**config.mk**
```make
export PLATFORM = sky130hd
export DESIGN_NAME = uart_tx_fifo_param
export DESIGN_NICKNAME = d
export VERILOG_FILES = /design/src/rtl/uart_tx_fifo_param_pkg.sv /design/src/rtl/uart_tx_fifo_param_sync_fifo.sv /design/src/rtl/uart_tx_fifo_param.sv
export SDC_FILE = /design/constraint.sdc
export NUM_CORES = 1
export LEC_CHECK = 0
export BUFFER_PORTS_ARGS = -buffer_cell sky130_fd_sc_hd__buf_2
export CAP_MARGIN = 5
export CORE_AREA = 4 4 112 114
export CTS_CLUSTER_DIAMETER = 50
export DETAILED_ROUTE_END_ITERATION = 7
export DIE_AREA = 0 0 116 118
export SYNTH_ARGS = -nofsm -noshare
export SYNTH_HDL_FRONTEND = slang
export SYNTH_SLANG_ARGS = --single-unit
```
**constraint.sdc**
```tcl
create_clock -name clk -period 7.2 [get_ports clk]
set_clock_uncertainty 0.15 [all_clocks]
set_input_delay 1.08 -clock clk [delete_from_list [all_inputs] [get_ports clk]]
set_output_delay 1.08 -clock clk [all_outputs]
set_load 0.02 [all_outputs]
```
**src/rtl/uart_tx_fifo_param_pkg.sv**
```systemverilog
`default_nettype none
// ============================================================================
// Module      : uart_tx_fifo_param_pkg
// Description : Shared UART constants: parity modes, FSM state encodings and
//               a parity helper. Also used by the planned receiver.
// Revision    : 1.0 - initial release
// ============================================================================
package uart_tx_fifo_param_pkg;

    localparam int PARITY_NONE = 0;
    localparam int PARITY_EVEN = 1;
    localparam int PARITY_ODD  = 2;

    typedef logic [2:0] tx_state_t;

    localparam tx_state_t ST_IDLE   = 3'd0;
    localparam tx_state_t ST_START  = 3'd1;
    localparam tx_state_t ST_DATA   = 3'd2;
    localparam tx_state_t ST_PARITY = 3'd3;
    localparam tx_state_t ST_STOP   = 3'd4;

    // Bits above the configured data width must already be zero.
    function automatic logic parity_bit(input logic [7:0] bits, input int mode);
        return (mode == PARITY_ODD) ? ~^bits : ^bits;
    endfunction

endpackage
`default_nettype wire

```
**src/rtl/uart_tx_fifo_param_sync_fifo.sv**
```systemverilog
`default_nettype none
// ============================================================================
// Module      : sync_fifo
// Description : Single-clock first-word-fall-through FIFO with occupancy count.
// Revision    : 1.0 - initial release
// ============================================================================
module sync_fifo #(
    parameter  int WIDTH = 8,
    parameter  int DEPTH = 8,
    localparam int AW    = $clog2(DEPTH)
) (
    input  logic             clk,
    input  logic             rst,
    input  logic             push_i,
    input  logic [WIDTH-1:0] wdata_i,
    input  logic             pop_i,
    output logic [WIDTH-1:0] rdata_o,
    output logic             full_o,
    output logic             empty_o,
    output logic [AW:0]      count_o
);

    logic [WIDTH-1:0] mem_q [DEPTH];
    logic [AW-1:0]    wr_ptr_q;
    logic [AW-1:0]    rd_ptr_q;
    logic [AW:0]      count_q;
    logic [AW:0]      count_d;
    logic             w_push;
    logic             w_pop;

    // A full FIFO refuses a push even when a pop frees a slot on the same edge.
    assign w_push = push_i & ~full_o;
    assign w_pop  = pop_i & ~empty_o;

    always_comb begin
        count_d = count_q;
        case ({w_push, w_pop})
            2'b10:   count_d = count_q + 1'b1;
            2'b01:   count_d = count_q - 1'b1;
            default: count_d = count_q;
        endcase
    end

    always_ff @(posedge clk) begin
        if (rst) begin
            wr_ptr_q <= '0;
            rd_ptr_q <= '0;
            count_q  <= '0;
        end else begin
            if (w_push) wr_ptr_q <= wr_ptr_q + 1'b1;
            if (w_pop)  rd_ptr_q <= rd_ptr_q + 1'b1;
            count_q <= count_d;
        end
    end

    always_ff @(posedge clk) begin
        if (w_push) mem_q[wr_ptr_q] <= wdata_i;
    end

    assign rdata_o = mem_q[rd_ptr_q];
    assign full_o  = (count_q == (AW + 1)'(DEPTH));
    assign empty_o = (count_q == '0);
    assign count_o = count_q;

endmodule
`default_nettype wire

```
**src/rtl/uart_tx_fifo_param.sv**
```systemverilog
`default_nettype none
// ============================================================================
// Module      : uart_tx_fifo_param
// Description : FIFO-buffered RS232 transmitter, LSB first, configurable frame.
// Revision    : 1.0 - initial release
// ============================================================================
module uart_tx_fifo_param
    import uart_tx_fifo_param_pkg::*;
#(
    parameter  int CLK_DIVIDER = 3125,
    parameter  int DATA_BITS   = 8,
    parameter  int PARITY      = 0,
    parameter  int STOP_BITS   = 1,
    parameter  int FIFO_DEPTH  = 8,
    localparam int CW          = $clog2(FIFO_DEPTH) + 1
) (
    input  logic          clk,
    input  logic          rst,
    input  logic [7:0]    data,
    input  logic          data_valid,
    output logic          data_ready,
    output logic          tx,
    output logic          busy,
    output logic          rts,
    output logic [CW-1:0] fifo_count
);

    tx_state_t            state_q, state_d;
    logic [15:0]          tick_q, tick_d;
    logic [3:0]           bit_cnt_q, bit_cnt_d;
    logic [7:0]           shift_q, shift_d;
    logic                 par_q, par_d;
    logic                 tx_q, tx_d;
    logic                 busy_q, busy_d;
    logic                 rts_q, rts_d;

    logic [DATA_BITS-1:0] w_fifo_rdata;
    logic [7:0]           w_head;
    logic                 w_full;
    logic                 w_empty;
    logic [CW-1:0]        w_count;
    logic [CW-1:0]        w_count_next;
    logic                 w_push;
    logic                 w_pop;
    logic                 w_tick_end;
    logic                 w_unused;

    assign w_push     = data_valid & ~w_full;
    assign w_head     = 8'(w_fifo_rdata);
    assign w_tick_end = (tick_q == 16'(CLK_DIVIDER - 1));
    assign w_unused   = &{1'b0, data};

    sync_fifo #(
        .WIDTH (DATA_BITS),
        .DEPTH (FIFO_DEPTH)
    ) u_fifo (
        .clk     (clk),
        .rst     (rst),
        .push_i  (w_push),
        .wdata_i (data[DATA_BITS-1:0]),
        .pop_i   (w_pop),
        .rdata_o (w_fifo_rdata),
        .full_o  (w_full),
        .empty_o (w_empty),
        .count_o (w_count)
    );

    always_ff @(posedge clk) begin
        if (rst) begin
            state_q   <= ST_IDLE;
            tick_q    <= '0;
            bit_cnt_q <= '0;
            shift_q   <= '0;
            par_q     <= 1'b0;
            tx_q      <= 1'b1;
            busy_q    <= 1'b0;
            rts_q     <= 1'b1;
        end else begin
            state_q   <= state_d;
            tick_q    <= tick_d;
            bit_cnt_q <= bit_cnt_d;
            shift_q   <= shift_d;
            par_q     <= par_d;
            tx_q      <= tx_d;
            busy_q    <= busy_d;
            rts_q     <= rts_d;
        end
    end

    always_comb begin
        state_d   = state_q;
        tick_d    = tick_q;
        bit_cnt_d = bit_cnt_q;
        shift_d   = shift_q;
        par_d     = par_q;
        w_pop     = 1'b0;

        if (state_q != ST_IDLE) begin
            tick_d = w_tick_end ? '0 : tick_q + 16'd1;
        end

        case (state_q)
            ST_IDLE: begin
                if (!w_empty) begin
                    w_pop   = 1'b1;
                    state_d = ST_START;
                    tick_d  = '0;
                    shift_d = w_head;
                    par_d   = parity_bit(w_head, PARITY);
                end
            end
            ST_START: begin
                if (w_tick_end) begin
                    state_d   = ST_DATA;
                    bit_cnt_d = '0;
                end
            end
            ST_DATA: begin
                if (w_tick_end) begin
                    shift_d   = shift_q >> 1;
                    bit_cnt_d = bit_cnt_q + 4'd1;
                    if (bit_cnt_q == 4'(DATA_BITS - 1)) begin
                        bit_cnt_d = '0;
                        state_d   = (PARITY == PARITY_NONE) ? ST_STOP : ST_PARITY;
                    end
                end
            end
            ST_PARITY: begin
                if (w_tick_end) begin
                    state_d   = ST_STOP;
                    bit_cnt_d = '0;
                end
            end
            ST_STOP: begin
                if (w_tick_end) begin
                    if (bit_cnt_q == 4'(STOP_BITS - 1)) begin
                        bit_cnt_d = '0;
                        // Chain straight into the next start bit when data is waiting.
                        if (!w_empty) begin
                            w_pop   = 1'b1;
                            state_d = ST_START;
                            shift_d = w_head;
                            par_d   = parity_bit(w_head, PARITY);
                        end else begin
                            state_d = ST_IDLE;
                        end
                    end else begin
                        bit_cnt_d = bit_cnt_q + 4'd1;
                    end
                end
            end
            default: state_d = ST_IDLE;
        endcase
    end

    always_comb begin
        case (state_d)
            ST_START:  tx_d = 1'b0;
            ST_DATA:   tx_d = shift_d[0];
            ST_PARITY: tx_d = par_d;
            default:   tx_d = 1'b1;
        endcase
        w_count_next = w_count + CW'(w_push) - CW'(w_pop);
        busy_d       = (state_d != ST_IDLE) || (w_count_next != '0);
        rts_d        = ~busy_d;
    end

    assign data_ready = ~w_full;
    assign tx         = tx_q;
    assign busy       = busy_q;
    assign rts        = rts_q;
    assign fifo_count = w_count;

endmodule
`default_nettype wire

```
==> results.toml <==
[outcome]
run_status = "complete, no violations"

[synth]
synth_area_per_cell_um2 = 12.4
synth_cell_types = 54
yosys-top-cells-area = "sky130_fd_sc_hd__edfxtp_1, sky130_fd_sc_hd__dfxtp_1, sky130_fd_sc_hd__mux4_2"
leading_post_synthesis_cells_by_instance_count = "sky130_fd_sc_hd__edfxtp_1, sky130_fd_sc_hd__nor2_1, sky130_fd_sc_hd__dfxtp_1, sky130_fd_sc_hd__nand2_1, sky130_fd_sc_hd__mux2i_1"
syn-cell-area_mm2 = 0.00508
synth.largest_area_cell = "sky130_fd_sc_hd__edfxtp_1"
yosys.cell_count.top_type = "sky130_fd_sc_hd__edfxtp_1"
ys.warnings.count = 0
synth-edff-count = 64
syn-instance-count = 411
postSynthRegisterBits = 112
ys_dominant_reg_cell = "sky130_fd_sc_hd__edfxtp_1"
syn_nets = 439
synthDominantCellAreaShare_pct = 37.9
sequential_element_share_of_the_synthesized_area_pct = 56.8
postSynth.asyncResetShare_pct = 0

[drt]
drt_pass1_iterations = 4
drt_drc_violations_left = 0
ant_nets = 0
first_iter_violations = 188
vias_per_cell = 5.24
vias = 3008
detail_route.wirelength_um = 8870
wire_per_inst_um = 15.4

[power_and_ir_drop]
report.power.total_mw = 1.89
clockPowerShare_pct = 24.5
static-leakage-power_nw = 1.89
power.sequential.fraction_pct = 43.3
p_int_mw = 1.28
net_load_switching_power_mw = 0.616
vdd_ir_drop_max_mv = 0.164
sw_frac_of_total_pct = 32.5
power.density_cell_area_mw_per_mm2 = 340
combPwrFrac_pct = 32.3

[clock_tree]
htree_levels = 3
number_of_buffers_inserted_by_post_cts_setup_repair = 0
clkTransAtPathRegs_ns = 0.07
tritoncts.num_buffers = 9
tritoncts = "done"
ctsResizeCount = 0
clock_latency_ns = 0.34
tritoncts_num_sinks = 112
clock-root-buffer = "sky130_fd_sc_hd__clkbuf_16"
clk_path_buf_depth = 2
cts.hold.buffers_added = 0

[cells_and_area]
nNetsFinal = 455
layout_fillers = 1050
post_layout_nonfiller_instances = 574
final_core_util_pct = 48.7
antenna_cells = 0
post_synthesis_to_final_layout_area_growth_pct = 9.64
post_route_cells_drive_above_1_share_pct = 13.7

[grt]
grt_antenna_before_repair = 0
grt_pass1_vias = 2961
maximum_number_of_pins_on_one_net_before_global_route_repair = 34
grt_pass1_wl_um = 14800
grt_remaining_overflow = 0
grt_usage_pct = 13.8

[sta]
final.min_clock_period_ns = 3.59
fmaxAchievable_mhz = 278
max_slew.worst_pin.slew_ns = 1.04
finalSetupViolCount = 0
slew_violations = 0
whs_ns = 0.312
min_period_over_period_pct = 49.9
hold_viol_final = 0
final.setup.tns_ns = 0
rsz0062_at_grt = "no"
slew_headroom_pct = 30.5

[worst_setup_path]
cp.arrival_ns = 3.72
worst-path-max-fanout = 14
timing_worst_setup_path_type = "reg -> reg"
startpoint_class = "flip-flop"
cp-end-kind = "flip-flop"
timing.critical_path.required_ns = 7.32

[placed_design]
gpl.final_weighted_congestion = 0.793
dpl.cell_count = 559
buffer_ports.inserted = 18
dp_hpwl_um = 6120

[die]
die_width_um = 116
floorplan.initialDensity_pct = 44.5
core_area_mm2 = 0.0114
core.rowCount = 39
io-pin-count = 19
fp.dieH_um = 118
dieArea_mm2 = 0.0137

[min_path]
min_path_type = "reg -> reg"

[run]
cap_violations = 0
-- registers in the layout, indices dropped and copies added, names as in the netlist, 3 cells and up, named ones only --
register         count
bit_cnt_q            4
shift_q              8
state_q              3
tick_q              16
u_fifo.count_o       4
u_fifo.mem_q        64
u_fifo.rd_ptr_q      3
u_fifo.wr_ptr_q      3
-- power groups by stage --
| stage | Sequential, mW | Combinational [mW] | Clock [mW] |
|---|---|---|---|
| 6_report | 0.818 | 0.611 | 0.463 |
| 5_1_grt | 0.834 | 0.700 | 0.506 |
| 4_1_cts | 0.821 | 0.625 | 0.480 |
| 3_5_place_dp | 0.835 | 0.622 | 0 |
| 3_3_place_gp | 0.832 | 0.609 | 0 |
| 2_1_floorplan | 0.814 | 0.503 | 0 |
-- metrics by stage --
stage          cell area, um2  setup WS (ns)
6_report                 5570           3.61
5_1_grt                  5570           3.34
4_1_cts                  5570           3.58
3_5_place_dp             5290           3.61
3_3_place_gp             5290           3.69
2_1_floorplan            5080           3.89
-- logic make-up (layout without fill, tap and decap cells) --
group / Yosys count / after routing / synth area share [%]
adder cells (fa/ha/maj): 17 / 17 / 4.49
AO/OA/AOI/OAI: 48 / 48 / 6.14
XOR/XNOR: 34 / 34 / 6.14
buffers and inverters: 27 / 47 / 2.37
flip-flops: 112 / 112 / 56.8
multiplexers: 37 / 37 / 10.8
AND/OR/NAND/NOR: 136 / 136 / 13.3
-- per-layer routing --
| metal | vias up | share of wire [%] | GRT usage [%] |
|---|---|---|---|
| li1 | 1517 | - | - |
| met1 | 1450 | 45 | 17.6 |
| met2 | 31 | 51 | 23.3 |
| met3 | 10 | 2.5 | 3.24 |
| met4 | 0 | 1.1 | 3.70 |
| met5 | - | 0 | 0 |
-- path summary, 6_finish.rpt --
path / start / end / slack, ns / depth (start not counted)
worst max-delay path: tick_q[0] / u_fifo.count_o[3] / 3.61 / 13
worst min-delay path: shift_q[1] / shift_q[1] / 0.31 / 2
worst max register to register: tick_q[0] / u_fifo.count_o[3] / 3.61 / 13
worst min register to register: shift_q[1] / shift_q[1] / 0.31 / 2
-- final cells by class --
cell class	count	area, um2	area share, %
sequential	112	2880	51.8
multi-input combinational	272	2080	37.3
clock buffer	10	229	4.11
tap	143	179	3.21
timing repair buffer	20	105	1.89
clock inverter	5	46.3	0.832
inverter	12	45.0	0.809
-- placed cells by master, fill, tap and decap left out, types with 12 or more instances in the layout --
cell type,n
sky130_fd_sc_hd__nand2_1,30
sky130_fd_sc_hd__mux4_2,14
sky130_fd_sc_hd__ha_1,15
sky130_fd_sc_hd__inv_1,12
sky130_fd_sc_hd__dfxtp_1,48
sky130_fd_sc_hd__mux2i_1,21
sky130_fd_sc_hd__nand3_1,12
sky130_fd_sc_hd__edfxtp_1,64
sky130_fd_sc_hd__a21oi_1,17
sky130_fd_sc_hd__nor2_1,51
sky130_fd_sc_hd__xor2_1,16
sky130_fd_sc_hd__buf_2,18
sky130_fd_sc_hd__xnor2_1,17
-- critical path, stage by stage (launching register included) --
cell                        delay [ns]
sky130_fd_sc_hd__dfxtp_1          0.34
sky130_fd_sc_hd__inv_1            0.10
sky130_fd_sc_hd__ha_1             0.15
sky130_fd_sc_hd__nand4bb_1        0.14
sky130_fd_sc_hd__or4_4            0.58
sky130_fd_sc_hd__o21ai_4          0.21
sky130_fd_sc_hd__and2_1           0.46
sky130_fd_sc_hd__ha_1             0.28
sky130_fd_sc_hd__ha_1             0.24
sky130_fd_sc_hd__a21o_1           0.17
sky130_fd_sc_hd__a21oi_1          0.16
sky130_fd_sc_hd__xnor2_1          0.09
sky130_fd_sc_hd__or3_1            0.30
sky130_fd_sc_hd__a21oi_1          0.14
Note: power is estimated with default switching activity, not from simulation.
